File: src/rtl/sb_msg_pkg.sv
// Shared definitions for the LTSM sideband message path: opcode, LTSM state
// codes, per-state message indices, msgcode/subcode pairs and the table lookup.
package sb_msg_pkg;

  localparam int LTSM_STATE_W = 4;
  localparam int SB_MSG_W     = 4;

  localparam logic [4:0] OPC_MSG_NODATA = 5'b10010;

  typedef enum logic [LTSM_STATE_W-1:0] {
    ST_RESET      = 4'h0,
    ST_SBINIT     = 4'h1,
    ST_MBINIT     = 4'h2,
    ST_MBTRAIN    = 4'h3,
    ST_LINKINIT   = 4'h4,
    ST_ACTIVE     = 4'h5,
    ST_TRAINERROR = 4'hF
  } ltsm_state_e;

  // Message indices are local to each state; index 0 always means "no message".
  typedef enum logic [SB_MSG_W-1:0] {
    SBINIT_MSG_OUT_OF_RESET = 4'd1,
    SBINIT_MSG_DONE_REQ     = 4'd2,
    SBINIT_MSG_DONE_RESP    = 4'd3
  } sbinit_msg_e;

  typedef enum logic [SB_MSG_W-1:0] {
    MBINIT_MSG_PARAM_CFG_REQ  = 4'd1,
    MBINIT_MSG_PARAM_CFG_RESP = 4'd2
  } mbinit_msg_e;

  typedef enum logic [SB_MSG_W-1:0] {
    TRAINERROR_MSG_ENTRY_REQ  = 4'd1,
    TRAINERROR_MSG_ENTRY_RESP = 4'd2
  } trainerror_msg_e;

  // {msgcode, msgsubcode}
  localparam logic [15:0] MC_SBINIT_OUT_OF_RESET    = {8'h91, 8'h00};
  localparam logic [15:0] MC_SBINIT_DONE_REQ        = {8'h95, 8'h01};
  localparam logic [15:0] MC_SBINIT_DONE_RESP       = {8'h9A, 8'h01};
  localparam logic [15:0] MC_MBINIT_PARAM_CFG_REQ   = {8'hA5, 8'h00};
  localparam logic [15:0] MC_MBINIT_PARAM_CFG_RESP  = {8'hAA, 8'h00};
  localparam logic [15:0] MC_TRAINERROR_ENTRY_REQ   = {8'hE5, 8'h00};
  localparam logic [15:0] MC_TRAINERROR_ENTRY_RESP  = {8'hE6, 8'h00};

  typedef struct packed {
    logic       hit;
    logic [7:0] msgcode;
    logic [7:0] subcode;
  } msg_lookup_t;

  // Maps a {state, message index} pair to its header codes; hit=0 if unmapped.
  function automatic msg_lookup_t msg_lookup(input logic [LTSM_STATE_W-1:0] state,
                                             input logic [SB_MSG_W-1:0]     msg);
    msg_lookup_t r;
    logic [15:0] code;
    logic        hit;
    hit  = 1'b1;
    code = '0;
    case (state)
      ST_SBINIT: begin
        case (msg)
          SBINIT_MSG_OUT_OF_RESET: code = MC_SBINIT_OUT_OF_RESET;
          SBINIT_MSG_DONE_REQ:     code = MC_SBINIT_DONE_REQ;
          SBINIT_MSG_DONE_RESP:    code = MC_SBINIT_DONE_RESP;
          default:                 hit  = 1'b0;
        endcase
      end
      ST_MBINIT: begin
        case (msg)
          MBINIT_MSG_PARAM_CFG_REQ:  code = MC_MBINIT_PARAM_CFG_REQ;
          MBINIT_MSG_PARAM_CFG_RESP: code = MC_MBINIT_PARAM_CFG_RESP;
          default:                   hit  = 1'b0;
        endcase
      end
      ST_TRAINERROR: begin
        case (msg)
          TRAINERROR_MSG_ENTRY_REQ:  code = MC_TRAINERROR_ENTRY_REQ;
          TRAINERROR_MSG_ENTRY_RESP: code = MC_TRAINERROR_ENTRY_RESP;
          default:                   hit  = 1'b0;
        endcase
      end
      default: hit = 1'b0;
    endcase
    r.hit     = hit;
    r.msgcode = code[15:8];
    r.subcode = code[7:0];
    return r;
  endfunction

endpackage

File: src/rtl/sb_header_builder.sv
// Combinational builder of the 64-bit "message without data" header.
// SB_PARITY_EN: when defined, cp (bit 62) is the XOR of header bits [61:0];
// otherwise cp is tied to 0.
module sb_header_builder
  import sb_msg_pkg::*;
(
  input  logic [7:0]  i_msgcode,
  input  logic [7:0]  i_subcode,
  input  logic [2:0]  i_srcid,
  input  logic [2:0]  i_dstid,
  output logic [63:0] o_header
);

  logic [31:0] phase0;
  logic [61:0] low_bits;
  logic        cp;

  assign phase0   = {i_srcid, 7'b0, i_msgcode, 9'b0, OPC_MSG_NODATA};
  assign low_bits = {3'b0, i_dstid, 16'b0, i_subcode, phase0};

`ifdef SB_PARITY_EN
  assign cp = ^low_bits;
`else
  assign cp = 1'b0;
`endif

  // dp is always 0: this header never carries a data payload.
  assign o_header = {1'b0, cp, low_bits};

endmodule

File: src/rtl/sb_ltsm_msg_packetizer.sv
// LTSM-to-sideband message packetizer: accepts a {state, msg} request, builds
// the header, shifts it out LSB-first, then holds the line idle for GAP_UI.
// SB_PARITY_EN selects whether the header control parity bit is computed.
module sb_ltsm_msg_packetizer
  import sb_msg_pkg::*;
#(
  parameter int          SB_MSG_WIDTH = 4,
  parameter int          STATE_W      = 4,
  parameter int          PKT_W        = 64,
  parameter int          GAP_UI       = 32,
  parameter logic [2:0]  SRCID        = 3'b001,
  parameter logic [2:0]  DSTID        = 3'b101
) (
  input  logic                    i_clk,
  input  logic                    i_rst,
  input  logic                    i_tx_msg_valid,
  input  logic [SB_MSG_WIDTH-1:0] i_encoded_SB_msg,
  input  logic [STATE_W-1:0]      i_ltsm_state,
  output logic                    o_SB_Busy,
  output logic                    o_falling_edge_busy,
  output logic                    o_sb_data,
  output logic                    o_sb_clk_en,
  output logic                    o_msg_err
);

  typedef enum logic [1:0] {S_IDLE, S_LOAD, S_SHIFT, S_GAP} fsm_e;

  fsm_e                    state_q, state_d;
  logic [6:0]              cnt_q, cnt_d;
  logic [PKT_W-1:0]        hdr_q, hdr_d;
  logic [STATE_W-1:0]      st_q, st_d;
  logic [SB_MSG_WIDTH-1:0] msg_q, msg_d;
  logic                    busy_q, busy_d;
  logic                    fall_q, fall_d;
  logic                    data_q, data_d;
  logic                    clken_q, clken_d;
  logic                    err_q, err_d;

  logic [STATE_W-1:0]      lu_state;
  logic [SB_MSG_WIDTH-1:0] lu_msg;
  msg_lookup_t             lu;
  logic [63:0]             hdr_built;

  // One shared table lookup: the live request while idle, the latched pair otherwise.
  always_comb begin
    lu_state = (state_q == S_IDLE) ? i_ltsm_state     : st_q;
    lu_msg   = (state_q == S_IDLE) ? i_encoded_SB_msg : msg_q;
    lu       = msg_lookup(lu_state, lu_msg);
  end

  sb_header_builder u_hdr (
    .i_msgcode (lu.msgcode),
    .i_subcode (lu.subcode),
    .i_srcid   (SRCID),
    .i_dstid   (DSTID),
    .o_header  (hdr_built)
  );

  // State, counter, header and all outputs are registered here.
  always_ff @(posedge i_clk or posedge i_rst) begin
    if (i_rst) begin
      state_q <= S_IDLE;
      cnt_q   <= '0;
      hdr_q   <= '0;
      st_q    <= '0;
      msg_q   <= '0;
      busy_q  <= 1'b0;
      fall_q  <= 1'b0;
      data_q  <= 1'b0;
      clken_q <= 1'b0;
      err_q   <= 1'b0;
    end else begin
      state_q <= state_d;
      cnt_q   <= cnt_d;
      hdr_q   <= hdr_d;
      st_q    <= st_d;
      msg_q   <= msg_d;
      busy_q  <= busy_d;
      fall_q  <= fall_d;
      data_q  <= data_d;
      clken_q <= clken_d;
      err_q   <= err_d;
    end
  end

  // Next-state logic; output registers are loaded one cycle ahead so that
  // while in SHIFT with counter k the line carries header bit k.
  always_comb begin
    state_d = state_q;
    cnt_d   = cnt_q + 7'd1;
    hdr_d   = hdr_q;
    st_d    = st_q;
    msg_d   = msg_q;
    busy_d  = busy_q;
    fall_d  = 1'b0;
    data_d  = 1'b0;
    clken_d = 1'b0;
    err_d   = 1'b0;
    case (state_q)
      S_IDLE: begin
        cnt_d = '0;
        if (i_tx_msg_valid && !busy_q && (i_encoded_SB_msg != '0)) begin
          if (lu.hit) begin
            st_d    = i_ltsm_state;
            msg_d   = i_encoded_SB_msg;
            busy_d  = 1'b1;
            state_d = S_LOAD;
          end else begin
            err_d = 1'b1;
          end
        end
      end
      S_LOAD: begin
        hdr_d   = hdr_built;
        data_d  = hdr_built[0];
        clken_d = 1'b1;
        cnt_d   = '0;
        state_d = S_SHIFT;
      end
      S_SHIFT: begin
        if (cnt_q == 7'(PKT_W - 1)) begin
          hdr_d   = '0;
          cnt_d   = '0;
          state_d = S_GAP;
        end else begin
          hdr_d   = hdr_q >> 1;
          data_d  = hdr_q[1];
          clken_d = 1'b1;
        end
      end
      S_GAP: begin
        if (cnt_q == 7'(GAP_UI - 1)) begin
          cnt_d   = '0;
          busy_d  = 1'b0;
          fall_d  = 1'b1;
          state_d = S_IDLE;
        end
      end
      default: begin
        cnt_d   = '0;
        busy_d  = 1'b0;
        state_d = S_IDLE;
      end
    endcase
  end

  assign o_SB_Busy           = busy_q;
  assign o_falling_edge_busy = fall_q;
  assign o_sb_data           = data_q;
  assign o_sb_clk_en         = clken_q;
  assign o_msg_err           = err_q;

endmodule
File: config.mk
export PLATFORM = sky130hd
export DESIGN_NAME = sb_ltsm_msg_packetizer
export DESIGN_NICKNAME = d
export VERILOG_FILES = /design/src/rtl/sb_msg_pkg.sv /design/src/rtl/sb_header_builder.sv /design/src/rtl/sb_ltsm_msg_packetizer.sv
export SDC_FILE = /design/constraint.sdc
export NUM_CORES = 1
export LEC_CHECK = 0
export ABC_AREA = 1
export ABC_CLOCK_PERIOD_IN_PS = 3350
export CAP_MARGIN = 10
export CORE_MARGIN = 4
export CORE_UTILIZATION = 50
export DETAILED_ROUTE_END_ITERATION = 16
export GPL_ROUTABILITY_DRIVEN = 0
export PLACE_DENSITY = 0.67
export SLEW_MARGIN = 15
export SYNTH_ARGS = -nofsm -noshare
export SYNTH_HDL_FRONTEND = slang
export SYNTH_HIERARCHICAL = 1
export SYNTH_SLANG_ARGS = --single-unit
File: constraint.sdc
create_clock -name i_clk -period 3.35 [get_ports i_clk]
set_input_delay 0.335 -clock i_clk [delete_from_list [all_inputs] [get_ports i_clk]]
set_output_delay 0.335 -clock i_clk [all_outputs]
set_load 0.05 [all_outputs]
==> metrics.csv, run 1 <==
metric;value;unit
antenna_found_initial;0;
start_util;52.1;%
die_w;107;um
cts_made_buffers;9;
first_global_vias;3370;
r2r_setup_slack;1.19;ns
clk_pin_slew_worst_paths;0.09;ns
cts_resized;0;
grt_pass1_wl;15400;um
place_hpwl;4950;um
finalHoldViolations;0;
syn_area;0.00488;sq mm
drc_errors;0;
setup_violations;0;
required;3.64;ns
synth-edff-count;0;
worstPathArrival;2.45;ns
ys_ff_latch;85;
grtUsageTotal;16.3;%
wl;8330;um
tightest_slew;1.08;ns
drive_gt1_share;10.6;%
rsz0062_at_grt;false;
r2r_end;hdr_q[25];
relSlewSlack;28.1;%
cts_tree;yes;
end_kind;flip-flop;
grt_max_degree;85;
io-pin-count;16;
nets;605;
critPathLaunchType;flip-flop;
drv_slew;0;
p_switching;2.36;mW
chipHeight;107;um
synthCells;610;
ys_async_sr_fraction;100;%
clk_latency;0.36;ns
rr_startpoint;state_q[0];
synth_area_leaders;dfrtp_1, nand3_1, buf_4;
via_per_inst;4.84;
finalPower;5.13;mW
cts_sinks;85;
ys.flop_type;dfrtp_1;
p_int;2.76;mW
drt.antenna.violating_nets;0;
postSynthAreaPerCell;8.00;sq um
synth_warnings;6;
rows;35;
fmax;0.463;GHz
firstDrtPassIters;4;
reg2regPathDepth;5;
post-cts-setup-buffer-count;0;
critical_path_class;reg2reg;
first_iter_violations;200;
synth_area_leader_cell;dfrtp_1;
fin_skew;0.0101;ns
yosysMostFrequentCell;nand3_1;
power_frac_comb;50.2;%
p_sw_share;46.1;%
fin_crit;2.16;ns
power_frac_clock;16.0;%
cts_hold_buf;0;
synthDominantCellAreaShare;43.6;%
finalCritPeriodShare;64.4;%
ir_drop;0.00116;V
leakagePower;2.48;nW
antenna_cells;0;
power_density;1030;mW/mm^2
tns;0;ns
ys_types;29;
clockBufferDepth;2;
htree_levels;3;
hold_path.class;in2async;
status;completed;
maxCapViolations;0;
die_area;0.0114;sq mm
yosysSeqAreaShare;43.6;%
vias;3501;
core-area;0.00937;sq mm
overflow;0;
crit_path_max_fanout;84;
numPortBuffers;15;
wl_per_cell;11.5;um
yosys-top-cells-count;nand3_1, nand2_1, dfrtp_1;
ctsRootBufferMaster;clkbuf_8;
power_frac_seq;33.8;%
syn_to_final_growth;2.44;%
critical path, cell delays in order (launching register included):
cell	delay [ns]
dfrtp_1	0.41
inv_1	0.10
ha_4	0.55
buf_4	0.69
nand3_1	0.18
nand3_1	0.11
area by class of cell:
type                            instances  area (sq um)
Clock inverter                          5          83.8
Tap cell                              129           161
Timing Repair Buffer                   20           200
Multi-Input combinational cell        442          2160
Fill cell                             939          4370
Sequential cell                        85          2130
Inverter                               31           125
Clock buffer                           11           141
cells by family (layout without fill, tap and decap cells):
group / Yosys count / in the layout / synth area share, %
other: 4 / 55 / 0.308
buffers and inverters: 134 / 67 / 16.4
and+or+nand+nor: 361 / 361 / 35.5
DFF: 85 / 85 / 43.6
AOI/OAI and AO/OA: 18 / 18 / 2.38
xor gates and xnor gates: 3 / 3 / 0.538
adders and majority gates: 5 / 5 / 1.28
registers in the layout, indices dropped and copies added, names as in the netlist:
| register | count |
|---|---|
| msg_q | 4 |
| cnt_q | 7 |
| o_sb_data | 1 |
| hdr_q | 63 |
| o_sb_clk_en | 1 |
| o_msg_err | 1 |
| o_SB_Busy | 1 |
| st_q | 4 |
| o_falling_edge_busy | 1 |
| state_q | 2 |
worst max-delay path by stage:
stage               cells past startpoint        end       start
floorplan                               1   cnt_q[0]       i_rst
global placement                        5  hdr_q[25]  state_q[0]
detailed placement                      5  hdr_q[34]  state_q[0]
CTS                                     5  hdr_q[34]  state_q[0]
global route                            5  hdr_q[57]  state_q[0]
finish                                  5  hdr_q[25]  state_q[0]
layer usage:
metal / wire length [um] / part of all wire [%] / vias to the layer above / track usage (%)
met4: 87 / 1.0 / 0 / 4.93
met1: 4150 / 50 / 1627 / 22.5
met5: 0 / 0 / - / 0
met2: 3900 / 47 / 31 / 25.6
met3: 192 / 2.3 / 6 / 3.61
li1: - / - / 1837 / -
placed cells by master, fill, tap and decap left out, drive strengths merged, types with 4 or more instances in the layout:
| master | instances |
|---|---|
| conb | 55 |
| buf | 5 |
| nor2 | 23 |
| clkdlybuf4s50 | 15 |
| nand2 | 133 |
| ha | 5 |
| inv | 30 |
| clkbuf | 11 |
| o21ai | 11 |
| nand4 | 4 |
| nand3 | 197 |
| dfrtp | 85 |
| a21oi | 5 |
through the flow:
step / hold slack [ns] / instances / cell area (sq um) / setup WS, ns / util [%]
after global placement: 0.447 / 707 / 4770 / 1.28 / 50.9
after detailed placement: 0.450 / 707 / 4770 / 1.22 / 50.9
after floorplan: 0.433 / 661 / 5070 / 0.822 / -
final: 0.452 / 723 / 5000 / 1.19 / 53.4
after global routing: 0.489 / 723 / 5000 / 0.983 / 53.4
after CTS: 0.463 / 723 / 5000 / 1.20 / 53.4
power by group through the flow:
stage                     registers [mW]  clock network [mW]  logic, mW
after floorplan                     1.76                   0       2.21
after global placement              1.74                   0       2.54
after detailed placement            1.75                   0       2.59
after CTS                           1.73               0.847       2.60
after global routing                1.79               0.887       2.97
final                               1.73               0.821       2.57
Power figures use the tool's default switching activity.
==> run 2: changes to the inputs <==
Settings changed: ABC_CLOCK_PERIOD_IN_PS 3350 to 2300.
Clock period 3.35 ns to 2.3 ns, I/O delays scaled along.
==> run 2 against run 1 <==
Clock skew decreased by 0.00081 ns. Cell count increased by 0.41%. Setup slack got worse by 0.95 ns. Largest cell class unchanged. Largest power group unchanged.
==> metrics.csv, run 2 (synthesis gave the netlist of run 1 again) <==
metric;value;unit;change
finalCritPeriodShare;89.3;%;+25 points
crit_path_max_fanout;16;;-81%
fillers;917;;-2.3%
status;completed;;
regArea;0.00213;sq mm;unchanged
overflow;0;;unchanged
maxCapViolations;0;;unchanged
end_kind;flip-flop;;
wl_met1;4160;um;+0.36%
final_cell_mix;nand3_1, nand2_1, dfrtp_1;;
power_frac_comb;51.0;%;+0.8 points
die_area;0.0114;sq mm;unchanged
power_density;1500;mW/mm^2;+46%
antenna_found_initial;0;;unchanged
top_layer_used;met4;;
hold_path.class;in2async;;
power_frac_clock;15.4;%;-0.6 points
wl_per_cell;11.7;um;+1.4%
firstDrtPassIters;4;;unchanged
first_global_vias;3509;;+4.1%
relSlewSlack;56.7;%;+29 points
multiInputGateArea;0.00216;sq mm;unchanged
required;2.59;ns;-1.05 ns
htree_levels;3;;unchanged
cts_hold_buf;0;;unchanged
nets;608;;+0.50%
r2r_end;hdr_q[14];;
syn_to_final_growth;3.26;%;
tns;0;ns;unchanged
start_util;52.1;%;unchanged
drive_gt1_share;10.9;%;+0.28 points
ir_drop;0.000871;V;-25%
worstPathArrival;2.34;ns;-0.11 ns
first_iter_violations;193;;-3.5%
fin_skew;0.00924;ns;-0.000814 ns
finalHoldViolations;0;;unchanged
final_common_cell;nand3_1;;
largest_register_ffs;63;;unchanged
via_per_inst;4.97;;+2.7%
rsz0062_at_grt;false;;
wl_met3;130;um;-32%
p_int;4.06;mW;+47%
cts_resized;0;;unchanged
reg.largest.list;hdr_q: 63 flops, cnt_q: 7 flops;;
core-area;0.00937;sq mm;unchanged
post-cts-setup-buffer-count;0;;unchanged
place_hpwl;5310;um;+7.3%
antenna_cells;0;;unchanged
critPathLaunchType;flip-flop;;
r2r_setup_slack;0.25;ns;-0.95 ns
clockBufferDepth;2;;unchanged
p_sw_share;46.2;%;about the same
cts_tree;yes;;
power_frac_seq;33.7;%;about the same
grt_pass1_wl;15500;um;+0.94%
largest-register;hdr_q;;
critical_path_class;reg2reg;;
reg2regPathDepth;12;;+7
io-pin-count;16;;unchanged
leakagePower;2.49;nW;+0.57%
grtUsageTotal;16.4;%;+0.15 points
drc_errors;0;;unchanged
p_switching;3.48;mW;+47%
tightest_slew;0.648;ns;-0.430 ns
chipHeight;107;um;unchanged
hold_ws;0.312;ns;-0.141 ns
clk_latency;0.35;ns;about the same
rows;35;;unchanged
die_w;107;um;unchanged
rr_startpoint;state_q[0];;
drt.antenna.violating_nets;0;;unchanged
cts_made_buffers;9;;unchanged
vias;3610;;+3.1%
clk_pin_slew_worst_paths;0.09;ns;about the same
fin_crit;2.05;ns;-0.104 ns
wl;8480;um;+1.8%
drv_slew;0;;unchanged
fin_util;53.8;%;+0.43 points
met2_length;4030;um;+3.2%
setup_violations;0;;unchanged
cts_sinks;85;;unchanged
numPortBuffers;15;;unchanged
fmax;0.487;GHz;+5.1%
grt_max_degree;65;;-24%
ctsRootBufferMaster;clkbuf_8;;
## run 2: layout make-up
class | instances | share of cell area, %
multi-input combinational | 442 | 42.9
sequential | 85 | 42.2
timing repair buffer | 23 | 4.92
tap | 129 | 3.20
clock buffer | 11 | 2.61
inverter | 31 | 2.53
clock inverter | 5 | 1.66
## run 2: worst max-delay path by stage
stage	startpoint	end	slack, ns	cells after the start
final	state_q[0]	hdr_q[14]	0.25	12
after global routing	cnt_q[0]	o_sb_clk_en	0.05	9
after CTS	state_q[0]	hdr_q[14]	0.24	12
after floorplan	state_q[0]	hdr_q[14]	0.39	15
after global placement	state_q[0]	hdr_q[14]	0.29	12
after detailed placement	state_q[0]	hdr_q[14]	0.26	12
## run 2: critical path, stage by stage, from the launching register on
cell     delay [ns]
dfrtp_1        0.41
inv_1          0.11
ha_4           0.25
inv_8          0.13
nand2_1        0.06
nand2_1        0.13
nand2_1        0.08
nor2_2         0.23
and3_2         0.24
nand2_1        0.07
o21ai_0        0.08
nand3_1        0.09
nand3_1        0.12
## run 2: power groups by stage
stage                     registers [mW]  logic [mW]  clock network, mW
after floorplan                     2.57        3.22                  0
after global placement              2.55        3.77                  0
after detailed placement            2.56        3.88                  0
after CTS                           2.54        3.89               1.20
after global routing                2.62        4.39               1.25
final                               2.54        3.84               1.16
## run 2: through the flow
stage	cells	total power, mW	instance area, sq um	setup WS [ns]
final	726	7.54	5040	0.246
after global routing	726	8.26	5040	0.0548
after CTS	726	7.63	5040	0.235
after detailed placement	710	6.44	4820	0.261
after global placement	710	6.32	4820	0.286
after floorplan	661	5.79	5080	0.385
## run 2: per-layer routing
layer	track usage (%)	vias to the layer above
li1	-	1843
met1	22.0	1727
met2	26.3	26
met3	2.65	14
met4	7.12	0
met5	0	-
